File: src/rtl/upower_fetch_pkg.sv
// Shared types and constants for the uPOWER instruction fetch stage.
// Buffer entries carry the instruction word together with its byte PC.
package upower_fetch_pkg;

    localparam int                 INSTR_W    = 32;
    localparam logic [31:0]        PC_STEP    = 32'd4;
    localparam logic [INSTR_W-1:0] UPOWER_NOP = 32'h6000_0000;

    typedef struct packed {
        logic [INSTR_W-1:0] instr;
        logic [31:0]        pc;
    } fetch_entry_t;

    function automatic fetch_entry_t nop_entry();
        fetch_entry_t e;
        e.instr = UPOWER_NOP;
        e.pc    = '0;
        return e;
    endfunction

endpackage

File: src/rtl/upower_prefetch_fifo.sv
// Fetch-entry FIFO with flush; push lands after one edge, head is combinational.
// Caller guarantees no push when full and no pop when empty; flush overrides both.
module upower_prefetch_fifo
    import upower_fetch_pkg::*;
#(
    parameter int  DEPTH = 2,
    localparam int PW    = (DEPTH > 1) ? $clog2(DEPTH) : 1,
    localparam int CW    = $clog2(DEPTH + 1)
) (
    input  logic         clk,
    input  logic         rst_n,
    input  logic         flush,
    input  logic         push,
    input  fetch_entry_t push_dat,
    input  logic         pop,
    output logic         out_vld,
    output fetch_entry_t out_dat,
    output logic [CW-1:0] count
);

    fetch_entry_t   entries_q [2**PW];
    fetch_entry_t   entries_d [2**PW];
    logic [PW-1:0]  rd_ptr_q, rd_ptr_d;
    logic [PW-1:0]  wr_ptr_q, wr_ptr_d;
    logic [CW-1:0]  cnt_q, cnt_d;

    function automatic logic [PW-1:0] ptr_inc(input logic [PW-1:0] p);
        return (p == PW'(DEPTH - 1)) ? '0 : p + PW'(1);
    endfunction

    always_comb begin
        entries_d = entries_q;
        rd_ptr_d  = rd_ptr_q;
        wr_ptr_d  = wr_ptr_q;
        cnt_d     = cnt_q;
        if (flush) begin
            rd_ptr_d = '0;
            wr_ptr_d = '0;
            cnt_d    = '0;
        end else begin
            if (push) begin
                entries_d[wr_ptr_q] = push_dat;
                wr_ptr_d            = ptr_inc(wr_ptr_q);
            end
            if (pop) begin
                rd_ptr_d = ptr_inc(rd_ptr_q);
            end
            cnt_d = cnt_q + CW'(push) - CW'(pop);
        end
    end

    always_ff @(posedge clk) begin
        if (!rst_n) begin
            for (int i = 0; i < 2**PW; i++) begin
                entries_q[i] <= nop_entry();
            end
            rd_ptr_q <= '0;
            wr_ptr_q <= '0;
            cnt_q    <= '0;
        end else begin
            entries_q <= entries_d;
            rd_ptr_q  <= rd_ptr_d;
            wr_ptr_q  <= wr_ptr_d;
            cnt_q     <= cnt_d;
        end
    end

    assign out_vld = (cnt_q != '0);
    assign out_dat = entries_q[rd_ptr_q];
    assign count   = cnt_q;

endmodule

File: src/rtl/upower_fetch_unit.sv
// uPOWER fetch: PC + sync-read IMEM feeding a valid/ready output; first word valid two edges after reset release.
// Stalls hold the head word; UPOWER_FETCH_PREFETCH_BUF_EN selects a 2-deep buffer for one word per cycle.
module upower_fetch_unit
    import upower_fetch_pkg::*;
#(
    parameter int          IMEM_DEPTH = 64,
    parameter logic [31:0] PC_RESET   = 32'h0000_0000
) (
    input  logic                          clk,
    input  logic                          rst_n,
    input  logic                          imem_we,
    input  logic [$clog2(IMEM_DEPTH)-1:0] imem_waddr,
    input  logic [31:0]                   imem_wdata,
    input  logic                          redirect,
    input  logic [31:0]                   redirect_pc,
    input  logic                          instr_ready,
    output logic                          instr_valid,
    output logic [31:0]                   instr_out,
    output logic [31:0]                   instr_pc
);

`ifdef UPOWER_FETCH_PREFETCH_BUF_EN
    localparam int BUF_DEPTH = 2;
`else
    localparam int BUF_DEPTH = 1;
`endif
    localparam int AW = $clog2(IMEM_DEPTH);
    localparam int CW = $clog2(BUF_DEPTH + 1);

    logic [INSTR_W-1:0] imem [IMEM_DEPTH];
    logic [INSTR_W-1:0] rd_dat_q;
    logic [31:0]        pc_q, pc_d;
    logic [31:0]        rd_pc_q, rd_pc_d;
    logic               inflight_q, inflight_d;
    logic               issue, buf_push, buf_pop, buf_vld;
    logic [2:0]         credits;
    logic [CW-1:0]      buf_cnt;
    fetch_entry_t       push_entry, buf_head;

    assign buf_pop = buf_vld && instr_ready;

    // A word drained at this edge frees its slot in time for the new read.
    always_comb begin
        credits    = 3'(buf_cnt) + 3'(inflight_q) - 3'(buf_pop);
        issue      = !redirect && (credits < 3'(BUF_DEPTH));
        pc_d       = pc_q;
        if (redirect) begin
            pc_d = redirect_pc & ~32'h3;
        end else if (issue) begin
            pc_d = pc_q + PC_STEP;
        end
        rd_pc_d          = issue ? pc_q : rd_pc_q;
        inflight_d       = issue;
        buf_push         = inflight_q && !redirect;
        push_entry.instr = rd_dat_q;
        push_entry.pc    = rd_pc_q;
    end

    always_ff @(posedge clk) begin
        if (!rst_n) begin
            pc_q       <= PC_RESET;
            rd_pc_q    <= '0;
            inflight_q <= 1'b0;
        end else begin
            pc_q       <= pc_d;
            rd_pc_q    <= rd_pc_d;
            inflight_q <= inflight_d;
        end
    end

    // Program memory keeps its contents through reset; same-edge write returns old data.
    always_ff @(posedge clk) begin
        if (imem_we) begin
            imem[imem_waddr] <= imem_wdata;
        end
        if (issue) begin
            rd_dat_q <= imem[pc_q[2 +: AW]];
        end
    end

    upower_prefetch_fifo #(
        .DEPTH (BUF_DEPTH)
    ) u_buf (
        .clk      (clk),
        .rst_n    (rst_n),
        .flush    (redirect),
        .push     (buf_push),
        .push_dat (push_entry),
        .pop      (buf_pop),
        .out_vld  (buf_vld),
        .out_dat  (buf_head),
        .count    (buf_cnt)
    );

    assign instr_valid = buf_vld;
    assign instr_out   = buf_vld ? buf_head.instr : '0;
    assign instr_pc    = buf_vld ? buf_head.pc    : '0;

endmodule
File: config.mk
export PLATFORM = sky130hd
export DESIGN_NAME = upower_fetch_unit
export DESIGN_NICKNAME = d
export VERILOG_FILES = /design/src/rtl/upower_fetch_pkg.sv /design/src/rtl/upower_prefetch_fifo.sv /design/src/rtl/upower_fetch_unit.sv
export SDC_FILE = /design/constraint.sdc
export NUM_CORES = 2
export LEC_CHECK = 0
export CELL_PAD_IN_SITES_DETAIL_PLACEMENT = 0
export CELL_PAD_IN_SITES_GLOBAL_PLACEMENT = 1
export CORE_MARGIN = 2
export CORE_UTILIZATION = 59
export DETAILED_ROUTE_END_ITERATION = 7
export GPL_ROUTABILITY_DRIVEN = 0
export PLACE_DENSITY = 0.81
export SYNTH_ARGS = -nofsm -noshare
export SYNTH_HDL_FRONTEND = slang
export SYNTH_HIERARCHICAL = 1
export SYNTH_SLANG_ARGS = --single-unit
File: constraint.sdc
create_clock -name clk -period 7.4 [get_ports clk]
set_input_delay 0.74 -clock clk [delete_from_list [all_inputs] [get_ports clk]]
set_output_delay 0.74 -clock clk [all_outputs]
set_load 0.05 [all_outputs]
==> reports/results.ini <==
[global_routing]
antenna_found_initial = 6
grt_use_total_pct = 28.0
grt_overflow_total = 0
grt_pass1_wl_mm = 293
grt_pass1_vias = 41800
grt_max_degree = 127

[clock_network]
numCtsBuffers = 208
cts_tree = built
clkTransAtPathRegs_ps = 60
cts_max_level = 4
cts.path.max_buffers = 3
postCtsHoldBufs = 0
cts.repair.resized = 0
cts_root_buf = clkbuf_16
clkLatencyLatePin_ps = 840
clock-sinks = 2206
post-cts-setup-buffers = 0

[critical_path]
worstSetupStartpointType = flip-flop
crit_type = flip-flop to flip-flop
critical-path-max-stage-delay_ps = 750
endpoint_kind = flip-flop
slowest_stage = dfxtp_4
path_max_fanout = 70
crit_top_cell = a21oi_1
rrSetupSlack_ps = 3360
cp.arrival_ps = 4550
path_cells = buf_12 -> buf_4 -> mux4_2 -> a22oi_1 -> a21oi_1 -> a21oi_1 -> a211oi_1
cp.required_ps = 7920

[detailed_routing]
vias = 42000
first_pass_iters = 8
routed_wl_mm = 203
drtIter0Drc = 5344
viasPerCell = 6.56
wire_per_inst_um = 31.7
drc_errors = 1
ant_nets = 0

[die]
core-area_um2 = 143000
die_area_um2 = 147000
die_w_um = 384
die-height_um = 384
floorplan.rows = 139
ios = 140
start_util_pct = 59.3

[finish]
num_antenna_cells = 0
synthToLayoutAreaGrowth_pct = 12.3
layout_commonest_cell = edfxtp_1
finalInstanceArea_um2 = 95500
drive_gt1_share_pct = 23.6
final_nets = 4401
final_cell_mix = 2,080 x edfxtp_1, 518 x mux4_2, 244 x nand2_1, 209 x clkbuf_16, 144 x mux2i_1

[synthesis]
netlist_area_um2 = 85000
synth_cells = 4090
synthArstFlopShare_pct = 0
seq_area_frac_synth_pct = 76.4
avgSynthCellArea_um2 = 20.8
synth_ff_type = edfxtp_1
ys_types = 56
synth_edf_count = 2080
ys_seq_elements = 2206
ys_warn_count = 6

[timing]
final.min_clock_period_ps = 4040
slew_violations = 0
max_freq_mhz = 248
setup_violations = 0
fin_crit_sh_pct = 54.6
relSlewSlack_pct = 10.5
skew_ps = 29.1
rsz0062_at_grt = false
tns_ps = 0
tightest_slew_ps = 1340
hold_violations = 0

[placement]
post-dp-hpwl_mm = 110
place_area_um2 = 88900
port_buffers = 137

[power]
p_int_mw = 20.2
netSwitchingFraction_pct = 22.1
power_leakage_nw = 29.3
totalPowerFinal_mw = 26.0
clkPwrFrac_pct = 39.6
p_per_area_nw_per_um2 = 272
p_sw_mw = 5.74
p_seq_share_pct = 53.4
ir_drop_uv = 256
combinationalPowerShare_pct = 7.1

[job]
maxCapViolCount = 0

[run_status]
violations = DRC
outcome = finished, violations left

[min_path]
hp-class = flip-flop to flip-flop

## layer usage
layer  GRT usage [%]  wire [um]
met2            43.7      97200
met5               0         54
met3            5.12      19600
met4            8.93       6290
met1            41.0      79500
## area by class of cell
cell class,instances,area (um2)
timing repair buffer,259,2260
clock inverter,133,1180
fill,9052,47800
clock buffer,250,5400
sequential,2206,65000
multi-input combinational,1631,19200
tap,1903,2380
inverter,17,63.8
## power by group through the flow
stage | combinational (mW) | sequential, mW | clock, mW
after floorplan | 1.16 | 14.1 | 0
after global placement | 1.80 | 14.1 | 0
after detailed placement | 1.83 | 14.1 | 0
after CTS | 1.84 | 13.9 | 10.4
after global routing | 1.93 | 13.9 | 10.9
final | 1.83 | 13.9 | 10.3
## sequential cells by signal (all words and copies together), names as in the netlist
name,count
inflight_q,1
pc_q,30
rd_dat_q,32
imem,2048
u_buf/count,1
u_buf/entries_q,64
rd_pc_q,30
## path summary, 6_finish.rpt
path	from	end	cells after the start
min reg2reg	rd_pc_q[20]$_SDFFE_PN0P_	u_buf/entries_q[84]$_SDFFE_PN0P_	2
max reg2reg	pc_q[4]$_SDFFE_PN0P_	rd_dat_q[11]$_DFFE_PP_	7
min	rd_pc_q[20]$_SDFFE_PN0P_	u_buf/entries_q[84]$_SDFFE_PN0P_	2
max	pc_q[4]$_SDFFE_PN0P_	rd_dat_q[11]$_DFFE_PP_	7
## cell usage after synthesis, types with 7 or more instances
library cell,n,share of area [%]
dfxtp_1,126,3.0
a21oi_1,74,0.44
clkbuf_1,85,0.38
a211oi_1,20,0.18
nor3_1,18,0.11
a311oi_1,7,0.072
mux4_2,518,14
a21boi_0,35,0.31
nand4_1,12,0.088
nor2_1,88,0.39
nor3b_1,8,0.071
edfxtp_1,2080,73
nor2b_1,14,0.10
buf_2,85,0.50
buf_1,9,0.040
o211ai_1,9,0.079
inv_1,17,0.075
mux2_2,20,0.26
o22ai_1,24,0.18
buf_6,13,0.17
a22oi_1,55,0.49
nand3_1,25,0.15
xor2_1,9,0.093
o221ai_1,9,0.093
mux2i_1,144,1.7
a31oi_1,15,0.11
a21boi_1,59,0.52
a22o_1,18,0.19
buf_4,43,0.38
xnor2_1,14,0.14
nand2b_1,21,0.15
and2_1,73,0.54
nand2_1,244,1.1
o21ai_0,37,0.22
or3_1,8,0.059
## per-stage QoR
step	utilization [%]	setup slack (ps)	hold slack [ps]	instances
floorplan	-	3350	430	4091
global placement	62.1	3190	436	6016
detailed placement	62.1	3220	442	6016
CTS	66.6	3280	430	6399
global route	66.6	2920	462	6399
finish	66.6	3360	432	6399
## kinds of logic (layout without fill, tap and decap cells)
family	Yosys count	in the layout	share of synthesized area, %
other cells	1	2	0.00441
flops	2206	2206	76.4
simple gates	539	539	2.96
compound gates	382	382	3.08
buf+inv	254	659	1.56
mux	682	682	15.7
xor+xnor	23	23	0.237
fa+ha+maj	3	3	0.0442
## critical path: cells and delay by family, from the launching register on
kind | cells | cell delay (ps)
buf+inv | 2 | 940
mux | 1 | 390
compound gates | 4 | 1410
flops | 1 | 750
Note: power is estimated with default switching activity, not from simulation.
